File: src/rtl/fix_pkg.sv
// Shared types and a reference headroom function for the block-floating-point normaliser.
package fix_pkg;

  localparam int DEF_WIDTH     = 16;
  localparam int DEF_FRAME_LEN = 16;
  localparam int DEF_SHIFT_W   = $clog2(DEF_WIDTH);

  typedef logic [DEF_SHIFT_W-1:0] shift_t;

  typedef enum logic {FILL, DRAIN} state_t;

  // Redundant sign bits: position of the highest bit that differs from the MSB.
  function automatic shift_t headroom(input logic [DEF_WIDTH-1:0] sample);
    logic [DEF_WIDTH-1:0] diff;
    shift_t               cnt;
    diff = sample ^ {DEF_WIDTH{sample[DEF_WIDTH-1]}};
    cnt  = shift_t'(DEF_WIDTH-1);
    for (int i = 0; i < DEF_WIDTH-1; i++) begin
      if (diff[i]) cnt = shift_t'(DEF_WIDTH-2-i);
    end
    return cnt;
  endfunction

endpackage

File: src/rtl/fix_blk_norm_if.sv
// Sample stream in, normalised sample stream out, plus the frame exponent sideband.
interface fix_blk_norm_if import fix_pkg::*; #(
  parameter int WIDTH   = DEF_WIDTH,
  parameter int SHIFT_W = $clog2(WIDTH)
) ();

  logic [WIDTH-1:0]   in_data;
  logic               in_valid;
  logic               in_ready;
  logic [WIDTH-1:0]   out_data;
  logic [SHIFT_W-1:0] out_shift;
  logic               out_valid;
  logic               out_ready;
  logic               out_last;
  logic [SHIFT_W-1:0] frame_exp;

  modport master (
    output in_data, in_valid, out_ready,
    input  in_ready, out_data, out_shift, out_valid, out_last, frame_exp
  );

  modport slave (
    input  in_data, in_valid, out_ready,
    output in_ready, out_data, out_shift, out_valid, out_last, frame_exp
  );

endinterface

File: src/rtl/fix_sign_cnt.sv
// Combinational redundant-sign-bit counter: bits below the MSB that still match it.
module fix_sign_cnt import fix_pkg::*; #(
  parameter int WIDTH   = DEF_WIDTH,
  parameter int SHIFT_W = $clog2(WIDTH)
) (
  input  logic [WIDTH-1:0]   i_data,
  output logic [SHIFT_W-1:0] o_cnt
);

  logic               w_run;
  logic [SHIFT_W-1:0] w_cnt;

  // Walk down from just below the MSB and stop counting at the first differing bit.
  always_comb begin
    w_cnt = '0;
    w_run = 1'b1;
    for (int i = WIDTH-2; i >= 0; i--) begin
      if (w_run && (i_data[i] == i_data[WIDTH-1])) w_cnt = w_cnt + SHIFT_W'(1);
      else                                          w_run = 1'b0;
    end
  end

  assign o_cnt = w_cnt;

endmodule

File: src/rtl/fix_blk_norm.sv
// Buffers one frame, finds its common headroom, then replays the frame with that shift amount.
module fix_blk_norm import fix_pkg::*; #(
  parameter int WIDTH     = DEF_WIDTH,
  parameter int FRAME_LEN = DEF_FRAME_LEN,
  parameter int MAX_SHIFT = WIDTH-1,
  parameter int SHIFT_W   = $clog2(WIDTH)
) (
  input  logic          clk,
  input  logic          rst,
  fix_blk_norm_if.slave io_bus
);

  localparam int                 CNT_W     = $clog2(FRAME_LEN);
  localparam logic [CNT_W-1:0]   LAST_IDX  = CNT_W'(FRAME_LEN-1);
  localparam logic [SHIFT_W-1:0] MIN_INIT  = SHIFT_W'(WIDTH-1);
  localparam logic [SHIFT_W-1:0] SHIFT_CAP = SHIFT_W'(MAX_SHIFT);

  state_t             r_state;
  state_t             w_next_state;
  logic               r_armed;
  logic [CNT_W-1:0]   r_wr_cnt;
  logic [CNT_W-1:0]   r_rd_cnt;
  logic [WIDTH-1:0]   r_buf [FRAME_LEN];
  logic [SHIFT_W-1:0] r_min;
  logic [SHIFT_W-1:0] r_shift;
  logic [SHIFT_W-1:0] r_frame_exp;
  logic [WIDTH-1:0]   r_out_data;
  logic               r_out_valid;
  logic               r_out_last;

  logic               w_in_ready;
  logic               w_accept;
  logic               w_xfer;
  logic               w_fill_done;
  logic               w_drain_done;
  logic [CNT_W-1:0]   w_rd_next;
  logic [SHIFT_W-1:0] w_h;
  logic [SHIFT_W-1:0] w_min_new;
  logic [SHIFT_W-1:0] w_shift_new;

  fix_sign_cnt #(
    .WIDTH   (WIDTH),
    .SHIFT_W (SHIFT_W)
  ) u_sign_cnt (
    .i_data (io_bus.in_data),
    .o_cnt  (w_h)
  );

  assign w_accept     = io_bus.in_valid & w_in_ready;
  assign w_xfer       = r_out_valid & io_bus.out_ready;
  assign w_fill_done  = w_accept && (r_wr_cnt == LAST_IDX);
  assign w_drain_done = w_xfer && (r_rd_cnt == LAST_IDX);
  assign w_rd_next    = r_rd_cnt + CNT_W'(1);
  assign w_min_new    = (w_h < r_min) ? w_h : r_min;
  assign w_shift_new  = (w_min_new > SHIFT_CAP) ? SHIFT_CAP : w_min_new;

  always_ff @(posedge clk or posedge rst) begin
    if (rst) r_state <= FILL;
    else     r_state <= w_next_state;
  end

  always_comb begin
    w_next_state = r_state;
    case (r_state)
      FILL:    if (w_fill_done)  w_next_state = DRAIN;
      DRAIN:   if (w_drain_done) w_next_state = FILL;
      default: w_next_state = FILL;
    endcase
  end

  // r_armed keeps in_ready low for the first cycle out of reset.
  always_comb begin
    w_in_ready = 1'b0;
    if (r_state == FILL) w_in_ready = r_armed;
  end

  always_ff @(posedge clk) begin
    if (w_accept) r_buf[r_wr_cnt] <= io_bus.in_data;
  end

  always_ff @(posedge clk or posedge rst) begin
    if (rst) begin
      r_armed     <= 1'b0;
      r_wr_cnt    <= '0;
      r_rd_cnt    <= '0;
      r_min       <= MIN_INIT;
      r_shift     <= '0;
      r_frame_exp <= '0;
      r_out_data  <= '0;
      r_out_valid <= 1'b0;
      r_out_last  <= 1'b0;
    end else begin
      r_armed <= 1'b1;
      if (w_accept) begin
        r_wr_cnt <= r_wr_cnt + CNT_W'(1);
        if (w_fill_done) begin
          r_min       <= MIN_INIT;
          r_shift     <= w_shift_new;
          r_frame_exp <= w_shift_new;
          r_rd_cnt    <= '0;
          r_out_data  <= r_buf[0];
          r_out_valid <= 1'b1;
          r_out_last  <= 1'b0;
        end else begin
          r_min <= w_min_new;
        end
      end
      // Each transfer preloads the next buffered sample so the output stays registered.
      if (w_xfer) begin
        if (w_drain_done) begin
          r_out_valid <= 1'b0;
          r_out_last  <= 1'b0;
          r_rd_cnt    <= '0;
        end else begin
          r_rd_cnt   <= w_rd_next;
          r_out_data <= r_buf[w_rd_next];
          r_out_last <= (w_rd_next == LAST_IDX);
        end
      end
    end
  end

  assign io_bus.in_ready  = w_in_ready;
  assign io_bus.out_data  = r_out_data;
  assign io_bus.out_shift = r_shift;
  assign io_bus.out_valid = r_out_valid;
  assign io_bus.out_last  = r_out_last;
  assign io_bus.frame_exp = r_frame_exp;

endmodule

File: src/flat_wrapper.sv
// flat-port wrapper written by rule: the top's interface ports become plain ports
module fix_blk_norm_flat import fix_pkg::*;
#(
  parameter int WIDTH     = DEF_WIDTH,
  parameter int FRAME_LEN = DEF_FRAME_LEN,
  parameter int MAX_SHIFT = WIDTH-1,
  parameter int SHIFT_W   = $clog2(WIDTH)
)
  (clk, rst, io_bus_in_data, io_bus_in_valid, io_bus_out_ready, io_bus_in_ready, io_bus_out_data, io_bus_out_shift, io_bus_out_valid, io_bus_out_last, io_bus_frame_exp);
  fix_blk_norm_if #(.WIDTH(WIDTH), .SHIFT_W(SHIFT_W)) io_bus_i ();
  input  logic clk;
  input  logic rst;
  input wire logic [$bits(io_bus_i.in_data)-1:0] io_bus_in_data;
  input wire logic [$bits(io_bus_i.in_valid)-1:0] io_bus_in_valid;
  input wire logic [$bits(io_bus_i.out_ready)-1:0] io_bus_out_ready;
  output wire logic [$bits(io_bus_i.in_ready)-1:0] io_bus_in_ready;
  output wire logic [$bits(io_bus_i.out_data)-1:0] io_bus_out_data;
  output wire logic [$bits(io_bus_i.out_shift)-1:0] io_bus_out_shift;
  output wire logic [$bits(io_bus_i.out_valid)-1:0] io_bus_out_valid;
  output wire logic [$bits(io_bus_i.out_last)-1:0] io_bus_out_last;
  output wire logic [$bits(io_bus_i.frame_exp)-1:0] io_bus_frame_exp;
  assign io_bus_i.in_data = io_bus_in_data;
  assign io_bus_i.in_valid = io_bus_in_valid;
  assign io_bus_i.out_ready = io_bus_out_ready;
  assign io_bus_in_ready = io_bus_i.in_ready;
  assign io_bus_out_data = io_bus_i.out_data;
  assign io_bus_out_shift = io_bus_i.out_shift;
  assign io_bus_out_valid = io_bus_i.out_valid;
  assign io_bus_out_last = io_bus_i.out_last;
  assign io_bus_frame_exp = io_bus_i.frame_exp;
  fix_blk_norm #(.WIDTH(WIDTH), .FRAME_LEN(FRAME_LEN), .MAX_SHIFT(MAX_SHIFT), .SHIFT_W(SHIFT_W)) u_core (.clk(clk), .rst(rst), .io_bus(io_bus_i));
endmodule
File: config.mk
export PLATFORM = sky130hd
export DESIGN_NAME = fix_blk_norm_flat
export DESIGN_NICKNAME = d
export VERILOG_FILES = /design/src/rtl/fix_pkg.sv /design/src/rtl/fix_blk_norm_if.sv /design/src/rtl/fix_sign_cnt.sv /design/src/rtl/fix_blk_norm.sv /design/src/flat_wrapper.sv
export SDC_FILE = /design/constraint.sdc
export NUM_CORES = 1
export LEC_CHECK = 0
export ABC_AREA = 0
export CORE_UTILIZATION = 45
export DETAILED_ROUTE_END_ITERATION = 6
export PLACE_DENSITY = 0.71
export SKIP_CTS_REPAIR_TIMING = 1
export SLEW_MARGIN = 20
export SYNTH_ARGS = -nofsm -noshare
export SYNTH_HDL_FRONTEND = slang
export SYNTH_HIERARCHICAL = 1
export SYNTH_SLANG_ARGS = --single-unit
File: constraint.sdc
create_clock -name clk -period 3.3 [get_ports clk]
set_clock_uncertainty 0.2 [all_clocks]
set_input_delay 0.66 -clock clk [delete_from_list [all_inputs] [get_ports clk]]
set_output_delay 0.66 -clock clk [all_outputs]
set_load 0.1 [all_outputs]
Yosys cells after proc, flatten, opt, wreduce, memory -nomap -nowiden
Memories as Yosys holds them, arrays and structs flattened.
Index checks and enable logic that the tools add are counted.
Operators by class
  add/sub/neg operators: 16
  order comparisons: 2
  equal/unequal tests: 18
  multiplexer cells: 54
  bitwise operators: 3
  reductions and logical operators: 20
Operators with widths (number)
  $mux W4: 21
  $add A4 B1 Y4 const B: 16
  $mux W16: 4
  $mux W1: 28
  $logic_and A1 B1 Y1: 16
  $eq A1 B1 Y1: 15
  $eq A4 B4 Y1 const B: 3
  $gt A4 B4 Y1 const B: 1
  $lt A4 B4 Y1: 1
  $reduce_and A2 Y1: 2
  $reduce_bool A2 Y1: 2
  $and A1 B1 Y1: 2
  $pmux W1 S2: 1
  $not A1 Y1: 1
Storage, ports and cells
  register bits: 36
  memory bits (writable): 256
  input port bits: 20
  output and inout port bits: 27
  memories kept: 1
Memories
  u_core.r_buf: words 16, width 16, rd ports 2, clocked after Yosys merged registers in 0, write ports 1, line fix_blk_norm.sv:23  | logic [WIDTH-1:0] r_buf [FRAME_LEN];

Longest topological paths before layout
Gate-level depths: netlist of the first run.
  depth after elaboration: 34
  depth in mapped cells: 43

By module
The synthesis of the first run kept the hierarchy.
Modules (own cells, without submodules)
  fix_blk_norm: times used 1, cells each 586, area an instance 11581.1 sq um, seq. area each 8593.2 sq um
  fix_sign_cnt: times used 1, cells each 221, area an instance 1475.2 sq um, seq. area each 0.0 sq um

Worst setup path before layout of the first run
Ideal clock, no wire load.
  kind: input -> register
  start point: in io_bus_in_data[15]
  end point: reg u_core.r_frame_exp[0] (netlist: u_core/io_bus.frame_exp[0])
  library setup time: 0.141 ns
  arrival time: 7.360 ns
  slack: -4.401 ns
  stages: 43
  buffers on the path: 4
  cells stage by stage: buf_2 buf_4 buf_2 nand2_1 a21oi_1 o21bai_1 ha_1 a21o_1 and2_1 clkbuf_1 ha_1 o21a_1 a21o_1 o21ai_0 o211a_1 ha_1 mux2i_1 a21oi_1 [... 7 more ...] a211oi_1 a21oi_1 ha_1 mux2_2 nor2_1 nor2_1 ha_1 nor2_1 nor2_1 a21oi_1 o21ai_0 a21oi_1 nor2_1 ha_1 a21oi_1 o21ai_0 mux2i_1 a21oi_1
On the way
  cells in the longest elaborated chain, start to end: 34
  elaborated cells on any way between the ends: 76
Ends and longest elaborated chain
  from (decl): line flat_wrapper.sv:13  | input wire logic [$bits(io_bus_i.in_data)-1:0] io_bus_in_data;
  $eq A1 B1 Y1: line fix_sign_cnt.sv:18  | if (w_run && (i_data[i] == i_data[WIDTH-1])) w_cnt = w_cnt + SHIFT_W'(1);
  $mux W1: line fix_sign_cnt.sv:18
  $add A4 B1 Y4 / $logic_and A1 B1 Y1 (equally long branches): line fix_sign_cnt.sv:18
  $mux W4 / $mux W1 (equally long branches): line fix_sign_cnt.sv:18
  $add A4 B1 Y4 / $logic_and A1 B1 Y1 (equally long branches): line fix_sign_cnt.sv:18
  $mux W4 / $mux W1 (equally long branches): line fix_sign_cnt.sv:18
  $add A4 B1 Y4 / $logic_and A1 B1 Y1 (equally long branches): line fix_sign_cnt.sv:18
  $mux W4 / $mux W1 (equally long branches): line fix_sign_cnt.sv:18
  [... 19 more ...]
  $mux W4 / $mux W1 (equally long branches): line fix_sign_cnt.sv:18
  $add A4 B1 Y4 / $logic_and A1 B1 Y1 (equally long branches): line fix_sign_cnt.sv:18
  $mux W4 *: line fix_sign_cnt.sv:18
  named net u_core.w_h[1]: line fix_blk_norm.sv:37  | logic [SHIFT_W-1:0] w_h;
  $lt A4 B4 Y1: line fix_blk_norm.sv:54  | assign w_min_new = (w_h < r_min) ? w_h : r_min;
  $mux W4 *: line fix_blk_norm.sv:54
  $gt A4 B4 Y1: line fix_blk_norm.sv:55  | assign w_shift_new = (w_min_new > SHIFT_CAP) ? SHIFT_CAP : w_min_new;
  $mux W4 *: line fix_blk_norm.sv:55
  to (signal assigned): line fix_blk_norm.sv:99  | r_frame_exp <= w_shift_new;
  to (decl): line fix_blk_norm.sv:26  | logic [SHIFT_W-1:0] r_frame_exp;
Mark *: on every way through the listed nets, which the timed path passes. The rest lies on a longest branch.
A chain may end at the register's enable or synchronous reset.

Final worst setup path of the first run
  start point: in io_bus_in_data[14]
  end point: reg u_core.r_min[1]
On the way
  cells in the longest elaborated chain, start to end: 33
  elaborated cells on any way between the ends: 61
Ends and longest elaborated chain
  $eq A1 B1 Y1 *: line fix_sign_cnt.sv:18
  $mux W1: line fix_sign_cnt.sv:18
  $add A4 B1 Y4 / $logic_and A1 B1 Y1 (equally long branches): line fix_sign_cnt.sv:18
  $mux W4 / $mux W1 (equally long branches): line fix_sign_cnt.sv:18
  $add A4 B1 Y4 / $logic_and A1 B1 Y1 (equally long branches): line fix_sign_cnt.sv:18
  $mux W4 / $mux W1 (equally long branches): line fix_sign_cnt.sv:18
  $add A4 B1 Y4 / $logic_and A1 B1 Y1 (equally long branches): line fix_sign_cnt.sv:18
  $mux W4 / $mux W1 (equally long branches): line fix_sign_cnt.sv:18
  [... 18 more ...]
  $add A4 B1 Y4 / $logic_and A1 B1 Y1 (equally long branches): line fix_sign_cnt.sv:18
  $mux W4 / $mux W1 (equally long branches): line fix_sign_cnt.sv:18
  $add A4 B1 Y4 / $logic_and A1 B1 Y1 (equally long branches): line fix_sign_cnt.sv:18
  $mux W4 *: line fix_sign_cnt.sv:18
  named net u_core.w_h[1]: line fix_blk_norm.sv:37
  $lt A4 B4 Y1: line fix_blk_norm.sv:54
  $mux W4 *: line fix_blk_norm.sv:54
  $mux W4 *: line fix_blk_norm.sv:96  | if (w_fill_done) begin
  to (signal assigned): line fix_blk_norm.sv:105  | r_min <= w_min_new;
  to (decl): line fix_blk_norm.sv:24  | logic [SHIFT_W-1:0] r_min;
Marks and branches as above.

==> flow_summary.toml, run 1 <==
[placed_design]
dp.cells = 1321
io_buffers = 46
gp_congestion = 0.826
hpwl_um = 17700

[power]
irDropWorstVdd_mv = 0.612
power_density_nw_per_um2 = 767
cellLeakagePower_nw = 5.68
finalPower_mw = 12.2

[yosys]
syn_inst = 807
yosys_warnings = 6
synth.distinct_cells = 70
synth_fp_nets = 848
synth_seq_cells = 292
synth_area_um2 = 13100
syn_avg_cell_area_um2 = 16.2
synth_enable_flop_cells = 256
synthFlopType = "edfxtp_1"
ys_seq_area_share_pct = 65.8
async_flop_share_pct = 12.3

[clock_network]
cts_max_level = 1
cts.sinks = 292
tritoncts = "done"
insertion_delay_ps = 530
cts_root_buf = "clkbuf_16"
cts_buffers = 27
path_clk_slew_ps = 60
clockBufferDepth = 3

[timing]
rsz0062_at_grt = "yes"
setup_ws_ps = -3420
tightest_slew_ps = 541
max-slew-margin-rel_pct = 63.9
clock.fmax_mhz = 149
hold-worst-slack_ps = 320
finalHoldViolations = 0
tns_ps = -26490
setup_viol = 8
period_needed_ps = 6720
slew_viol_final = 0
finalCritPeriodShare_pct = 204

[worst_setup_path]
max_stage_delay_ps = 310
rr_startpoint = "u_core/r_rd_cnt[0]$_DFFE_PP0P_"
worstPathMaxFanout = 4
cp-end-kind = "flip-flop"
critPathSlowestCell = "ha_1"
startpoint_type = "input pin"
rr_endpoint = "u_core/io_bus.out_data[11]$_DFF_PP0_"
worstPathRequired_ps = 3550
critPathKind = "input pin to flip-flop"
arrival_ps = 6970
r2r_cells = 7
reg2reg_slack_ps = 840

[floorplan]
initial_core_util_pct = 46.4
die_h_um = 172
dieWidth_um = 172
dieArea_um2 = 29700
num_rows = 61
io_pins = 47
coreArea_um2 = 28200

[finish]
fillCellCount = 2147
most-common-layout-cells = "edfxtp_1, buf_4, nand2_1"
drive_above_1_share_pct = 37.0
fin_util_pct = 56.4
area_delta_synth_final_pct = 21.7
antennaDiodeCount = 0
stdcell_count = 1379
final_net_count = 1021
final_common_cell = "edfxtp_1"

[min_path]
hold_depth = 2
hold_path.class = "flip-flop to flip-flop"
whs_endpoint = "u_core/r_min[3]$_DFFE_PP1P_"
min_from = "u_core/r_min[3]$_DFFE_PP1P_"

[route]
ant_nets = 0
dr.pass1.iters = 5
wl_um = 28600
wl_per_cell_um = 20.8
drcViolationCount = 0
drt-initial-drc-count = 749
routed_via_density = 5.63
dr_total_vias = 7766

[run_status]
violations = "setup timing"
status = "complete, but fails checks"

[grt]
grt_pass1_wl_um = 44300
track_usage_pct = 19.9
antenna_found_initial = 0
grt_pass1_vias = 7769
gr-total-overflow = 0
grt_max_degree = 66

[run]
cap_viol_max_count = 0
per-stage QoR:
step	worst slack, ps	area, um2
finish	-3420	15900
global route	-3830	15900
CTS	-4120	15600
global placement	-4420	14800
detailed placement	-4650	14800
floorplan	-3880	13200
cell usage after synthesis (13+ instances only):
cell type	n	share of area [%]
o22ai_1	16	0.77
ha_1	21	2.0
buf_2	15	0.57
inv_1	18	0.52
a21oi_1	19	0.73
a31oi_1	16	0.77
and2_1	20	0.96
nor2_1	24	0.69
dfrtp_1	32	6.1
edfxtp_1	256	59
nand3_1	24	0.92
mux2_2	34	2.9
o21ai_0	22	0.84
nand2_1	68	2.0
xnor2_1	13	0.87
mux4_2	64	11
area by class of cell:
type                            count  area (um2)  share of cell area [%]
Multi-Input combinational cell    452        4370                    27.5
Sequential cell                   292        8600                    54.1
Timing Repair Buffer              188        1540                    9.67
Clock buffer                       36         739                    4.66
Inverter                           19        71.3                   0.449
Tap cell                          378         473                    2.98
Clock inverter                     14         103                   0.646
registers in the layout, indices dropped and copies added (netlist names):
name                     cells
u_core/io_bus.frame_exp      4
u_core/io_bus.out_valid      1
u_core/r_min                 4
u_core/io_bus.out_data      16
u_core/io_bus.out_last       1
u_core/r_buf               256
u_core/r_armed               1
u_core/r_state               1
u_core/r_rd_cnt              4
u_core/r_wr_cnt              4
report_power, final:
part	leakage [nW]	total, mW	switching, mW	internal (mW)
registers	2.73	4.56	0.202	4.36
clock network	0.420	2.95	1.29	1.66
logic	2.53	4.67	2.72	1.95
worst max path at each step:
stage | end | startpoint | cells past startpoint
3_3_place_gp | u_core/r_min[0]$_DFFE_PP1P_ | io_bus_in_data[14] | 40
2_1_floorplan | u_core/r_min[0]$_DFFE_PP1P_ | io_bus_in_data[15] | 42
6_report | u_core/r_min[1]$_DFFE_PP1P_ | io_bus_in_data[14] | 41
5_1_grt | u_core/r_min[1]$_DFFE_PP1P_ | io_bus_in_data[14] | 41
4_1_cts | u_core/r_min[1]$_DFFE_PP1P_ | io_bus_in_data[14] | 40
3_5_place_dp | u_core/r_min[2]$_DFFE_PP1P_ | io_bus_in_data[14] | 40
critical path: cells and delay by family:
kind                     cells  cell delay (ps)
AND/OR/NAND/NOR              8              790
buffers and inverters        4              440
multiplexers                 4              650
adder cells (fa/ha/maj)      8             2020
AO/OA/AOI/OAI               17             2370
kinds of logic (layout without fill, tap and decap cells):
group	after synthesis	after routing	share of synthesized area, %
xor+xnor	22	22	1.65
fa+ha+maj	21	21	2.01
compound gates	121	121	6.23
flops	292	292	65.8
mux	110	110	14.9
buf+inv	63	257	2.66
simple gates	177	177	6.71
other cells	1	1	0.0287
metal layers:
layer  global-route usage [%]  wire (um)
met5                        0          0
met4                     4.85        432
met3                     2.72       1720
met2                     33.5      14000
met1                     27.5      12500
(Power assumes the default switching activity.)
==> run 2: changes to the inputs <==
--- a/config.mk
+++ b/config.mk
@@ -6,11 +6,11 @@
 export NUM_CORES = 1
 export LEC_CHECK = 0
 export ABC_AREA = 0
+export ABC_CLOCK_PERIOD_IN_PS = 3300
 export CORE_UTILIZATION = 45
 export DETAILED_ROUTE_END_ITERATION = 6
 export PLACE_DENSITY = 0.71
 export SKIP_CTS_REPAIR_TIMING = 1
-export SLEW_MARGIN = 20
 export SYNTH_ARGS = -nofsm -noshare
 export SYNTH_HDL_FRONTEND = slang
 export SYNTH_HIERARCHICAL = 1
==> results of run 2 <==
No change in the layout: final DEF, timing and power equal those of run 1.
